**config.mk**
```make
export PLATFORM = sky130hd
export DESIGN_NAME = flag_unit
export DESIGN_NICKNAME = d
export VERILOG_FILES = /design/src/rtl/flag_pkg.sv /design/src/rtl/flag_stack.sv /design/src/rtl/flag_unit.sv
export SDC_FILE = /design/constraint.sdc
export NUM_CORES = 1
export LEC_CHECK = 0
export ABC_AREA = 1
export ABC_CLOCK_PERIOD_IN_PS = 4400
export BUFFER_PORTS_ARGS = -buffer_cell sky130_fd_sc_hd__buf_2
export CAP_MARGIN = 25
export CELL_PAD_IN_SITES_DETAIL_PLACEMENT = 0
export CELL_PAD_IN_SITES_GLOBAL_PLACEMENT = 1
export CORE_MARGIN = 2
export CORE_UTILIZATION = 39
export DETAILED_ROUTE_END_ITERATION = 7
export PLACE_DENSITY_LB_ADDON = 0.1
export SYNTH_ARGS = -nofsm -noshare
export SYNTH_HDL_FRONTEND = slang
export SYNTH_SLANG_ARGS = --single-unit
```
**constraint.sdc**
```tcl
create_clock -name clk -period 4.4 [get_ports clk]
set_input_delay 0.44 -clock clk [delete_from_list [all_inputs] [get_ports clk]]
set_output_delay 0.44 -clock clk [all_outputs]
set_load 0.02 [all_outputs]
```
**src/rtl/flag_pkg.sv**
```systemverilog
// flag_pkg: shared flag layout, opcode constants and per-opcode flag update masks
package flag_pkg;
  typedef struct packed {
    logic c;
    logic z;
    logic v;
    logic n;
  } flags_t;
  localparam int OP_ADD = 'h0;
  localparam int OP_SUB = 'h1;
  localparam int OP_AND = 'h3;
  localparam int OP_OR  = 'h4;
  localparam int OP_XOR = 'h5;
  localparam int OP_SRA = 'h6;
  localparam flags_t MASK_ALL  = 4'b1111;
  localparam flags_t MASK_Z    = 4'b0100;
  localparam flags_t MASK_NONE = 4'b0000;
  function automatic flags_t flag_mask(input logic [31:0] opcode);
    return (opcode == OP_ADD || opcode == OP_SUB) ? MASK_ALL :
           (opcode >= OP_AND && opcode <= OP_SRA) ? MASK_Z : MASK_NONE;
  endfunction
endpackage

```
**src/rtl/flag_stack.sv**
```systemverilog
// flag_stack: LIFO of flags_t used to shadow flags across interrupt entry/return
// Ports: clk, rst (sync, active-high); en qualifies push/pop; din is the value pushed;
// top is the newest entry; empty/full reflect depth; err pulses on conflict/overflow/underflow.
module flag_stack
  import flag_pkg::*;
#(
  parameter int DEPTH = 4,
  localparam int AW = $clog2(DEPTH),
  localparam int DW = AW + 1
) (
  input  logic   clk,
  input  logic   rst,
  input  logic   en,
  input  logic   push,
  input  logic   pop,
  input  flags_t din,
  output flags_t top,
  output logic   empty,
  output logic   full,
  output logic   err
);
  flags_t mem [DEPTH];
  logic [DW-1:0] depth;
  logic do_push, do_pop;
  always_comb begin
    empty = depth == '0;
    full = depth == DW'(DEPTH);
    do_push = en && push && !pop && !full;
    do_pop = en && pop && !push && !empty;
    err = en && ((push && pop) || (push && full) || (pop && empty));
    top = mem[AW'(depth - 1'b1)];
  end
  always_ff @(posedge clk) begin
    if (rst) depth <= '0;
    else if (do_push) depth <= depth + 1'b1;
    else if (do_pop) depth <= depth - 1'b1;
  end
  always_ff @(posedge clk) begin
    if (do_push) mem[depth[AW-1:0]] <= din;
  end
endmodule

```
**src/rtl/flag_unit.sv**
```systemverilog
// flag_unit: {c,z,v,n} status-flag register with per-opcode masks, stall gating and shadow stack
// Ports: clk, rst (sync, active-high); valid/stall qualify the EX instruction; opcode, aluout,
// aluovfl, alucarry form the candidate flags; push/pop save/restore flags on interrupt entry/return;
// flag is the committed value, flag_next its next-edge value; stack_empty/full/err report the stack.
// Macro FLAG_UNIT_BYPASS_EN: when defined flag_next is the combinational next value, else flag.
module flag_unit
  import flag_pkg::*;
#(
  parameter int DATA_W = 16,
  parameter int OPC_W = 4,
  parameter int STACK_DEPTH = 4
) (
  input  logic              clk,
  input  logic              rst,
  input  logic              valid,
  input  logic              stall,
  input  logic [OPC_W-1:0]  opcode,
  input  logic [DATA_W-1:0] aluout,
  input  logic              aluovfl,
  input  logic              alucarry,
  input  logic              push,
  input  logic              pop,
  output logic [3:0]        flag,
  output logic [3:0]        flag_next,
  output logic              stack_empty,
  output logic              stack_full,
  output logic              stack_err
);
  flags_t cur, cand, m, upd_val, top, nxt;
  logic adv, err_pulse;
  assign adv = !stall;
  always_comb begin
    m = (valid && adv) ? flag_mask(32'(opcode)) : MASK_NONE;
    cand = '{c: alucarry, z: aluout == '0, v: aluovfl, n: aluout[DATA_W-1]};
    upd_val = (cur & ~m) | (cand & m);
    // a lone pop overrides the ALU result; popping an empty stack keeps the old flags
    nxt = rst ? '0 : !adv ? cur : (pop && !push) ? (stack_empty ? cur : top) : upd_val;
  end
  flag_stack #(.DEPTH(STACK_DEPTH)) u_stack (
    .clk(clk),
    .rst(rst),
    .en(adv),
    .push(push),
    .pop(pop),
    .din(upd_val),
    .top(top),
    .empty(stack_empty),
    .full(stack_full),
    .err(err_pulse)
  );
  always_ff @(posedge clk) begin
    if (rst) begin
      cur <= '0;
      stack_err <= 1'b0;
    end else begin
      cur <= nxt;
      if (err_pulse) stack_err <= 1'b1;
    end
  end
  assign flag = cur;
`ifdef FLAG_UNIT_BYPASS_EN
  assign flag_next = nxt;
`else
  assign flag_next = cur;
`endif
endmodule

```
==> impl_summary.txt <==
----------------------------------------------------
[GRT]
  Remaining global-route overflow ... 0
  Number of global-route vias before repair ... 989
  Maximum number of pins on one net before global-route repair ... 14
  Overall Global Routing Usage ... 16.3%
  Global-route wire length before repair ... 4.49 mm
  Antenna violations before repair ... 0

[Routing]
  Antenna Nets Post-Route ... 0
  DRC marker count from the first detailed-route iteration ... 55
  Count of TritonRoute iterations in the first routing pass ... 4
  Routed length per instance ... 11.2 um
  Post-detailed-route DRC marker count ... 0
  Routed via count ... 1098
  Routed vias/inst ... 4.48
  Total detailed-routing wirelength ... 2.75 mm

[Run status]
  Run status ... complete, no violations

[Placed design]
  Number of port buffers ... 38
  Total placed instance area ... 0.00153 sq mm
  Final GP Congestion ... 0.906
  Post-placement worst setup slack ... 2.14 ns
  Placed instance count ... 241
  Half-perimeter wire length of the detailed placement result ... 2.29 mm

[Synth]
  Yosys warnings ... 0
  Post-synth net total ... 195
  Synth top area share ... 36.5%
  FF+latch count, synth ... 24
  Register area share after synthesis ... 48.7%
  Avg Inst Size Synth ... 8.13 sq um
  Cell types occupying the most area after synthesis ... sky130_fd_sc_hd__edfxtp_1 37%, sky130_fd_sc_hd__nand2_1 13%, sky130_fd_sc_hd__dfxtp_1 12%
  Synthesized instance count ... 162
  Yosys cell types ... 24
  Largest area contributor in the synthesized netlist ... sky130_fd_sc_hd__edfxtp_1
  Synth Cell Area ... 0.00132 sq mm

[Pwr]
  Internal power consumption ... 338 uW
  Clock network fraction of design power ... 23.7%
  Part of the power in registers ... 55.3%
  Worst vdd ir ... 115 uV
  Switch share ... 28.0%
  Standby leakage power ... 0.719 nW
  Net switching power of the design ... 131 uW
  Comb power frac ... 21.0%
  Total power ... 469 uW
  Power Dens Cells ... 299 mW/mm^2

[STA]
  Final setup viols ... 0
  RSZ-0062 raised after global routing ... no
  Final number of hold-violating endpoints ... 0
  Maximum achievable frequency ... 0.422 GHz
  Remaining max-slew budget at the tightest pin ... 72.7%
  PnR worst setup slack ... 2.03 ns
  Fin crit period ... 2.37 ns
  Final period util ... 53.8%
  Worst Max-Slew Pin Slew ... 0.408 ns
  Worst clock skew on the final layout ... 0.0170 ns
  Final-layout setup total negative slack ... 0 ns
  Number of slew-limit violations in the final report ... 0

[Floorplan]
  Die height ... 62.1 um
  Die area ... 0.00386 sq mm
  FP Rows ... 21
  Area of the placeable core ... 0.00328 sq mm
  Effective utilization at floorplan ... 40.1%
  Die outline width ... 62.1 um
  Ports ... 39

[Clocking]
  CTS tree ... built
  Sinks on Clock Net ... 24
  Cts-stage hold buffer count ... 0
  Clk root buf ... sky130_fd_sc_hd__clkbuf_4
  Post-CTS Setup Repair Bufs ... 0
  Clock slew at reported path FFs ... 0.13 ns
  # resized after CTS ... 0
  CTS Buf Count ... 3
  Htree depth ... 1
  Clk Latency, worst-skew pair ... 0.31 ns
  Maximum buffer depth of the clock tree ... 2

[Layout]
  Ant diodes ... 0
  Layout cells sized above 1 ... 26.6%
  Number of nets in the finished design ... 233
  Area Growth Syn to Fin ... 18.9%
  Most common library cell in the layout ignoring fill and taps ... sky130_fd_sc_hd__nand2_1
  Post-route non-filler standard cell count ... 245
  Highest-count cells in the layout ignoring fill and taps ... 44 x sky130_fd_sc_hd__nand2_1, 38 x sky130_fd_sc_hd__buf_2, 20 x sky130_fd_sc_hd__nor2_1
  Post-layout instance area ... 0.00157 sq mm

[Worst setup path]
  Max incr delay on CP ... 0.59 ns
  Endpoint class of the critical path ... output port
  Cell with the biggest individual delay on the critical path ... sky130_fd_sc_hd__dfxtp_1
  Arrival time at the worst endpoint ... 1.93 ns
  Worst-path maximum fanout ... 13
  Required time worst endpoint ... 3.96 ns
  CP Cell Sequence ... clkinv_1, ha_1, inv_1, nor2_2, buf_2
  Critical path launch point type ... register
  Class of the most critical setup path ... register to output port

[Worst hold path]
  Worst min-delay path category ... primary input to register

[Flow run]
  Count of max-cap constraint violations ... 0

----------------------------------------------------
==> metal layers <==
metal	wire (um)	up-vias	GRT usage, %
met3	93	6	2.48
met2	1310	24	25.0
met1	1280	479	22.8
li1	-	589	-
met5	0	-	0
met4	68	0	6.99
==> power by group through the flow <==
stage	clock network, mW	registers [mW]	logic (mW)
after floorplan	0	0.266	0.0647
after global routing	0.125	0.261	0.113
after global placement	0	0.264	0.0988
after CTS	0.117	0.259	0.0998
after detailed placement	0	0.264	0.0994
final	0.111	0.259	0.0983
==> synthesized netlist by cell type (all sizes together) <==
cell type  count
nand3         17
ha             5
edfxtp        16
inv           19
nand2         47
o211ai         1
a21oi          9
clkinv         1
xnor2          1
xor2           1
dfxtp          8
nor2          24
o21ai          7
buf            5
and2           1
==> sequential cells by signal (all words and copies together) (netlist names) <==
name           cells
stack_err          1
flag               4
u_stack.depth      3
u_stack.mem       16
==> critical path: cells and delay by family, from the launching register on <==
| family | cells | cell delay, ns |
|---|---|---|
| buf+inv | 3 | 0.63 |
| flops | 1 | 0.59 |
| fa+ha+maj | 1 | 0.33 |
| simple gates | 1 | 0.06 |
==> cell families after synthesis <==
kind of cell               synth area share [%]
and+or+nand+nor                            29.3
buffers and inverters                      8.74
DFF                                        48.7
AOI/OAI and AO/OA                          7.22
adders and majority gates                  4.75
xor gates and xnor gates                   1.33
==> cell type report <==
class                      count  area, sq um
timing repair buffer          38          190
inverter                      20         80.1
tap                           46         57.6
fill                         344         1720
sequential                    24          641
clock buffer                   4         36.3
multi-input combinational    113          561
==> per-stage QoR <==
stage               hold WS [ns]  util, %
detailed placement         0.457     46.6
CTS                        0.306     47.7
finish                     0.317     47.7
floorplan                  0.502        -
global placement           0.439     46.6
global route               0.308     47.7
==> path summary, 6_finish.rpt <==
check | from | end | cells past startpoint | slack (ns)
setup reg to reg | u_stack.depth[0] | u_stack.mem[1][3] | 7 | 2.11
hold reg to reg | stack_err | stack_err | 2 | 0.47
hold / removal | rst | u_stack.depth[2] | 2 | 0.32
setup / recovery | u_stack.depth[0] | stack_empty | 5 | 2.03
Note: power is estimated with default switching activity, not from simulation.
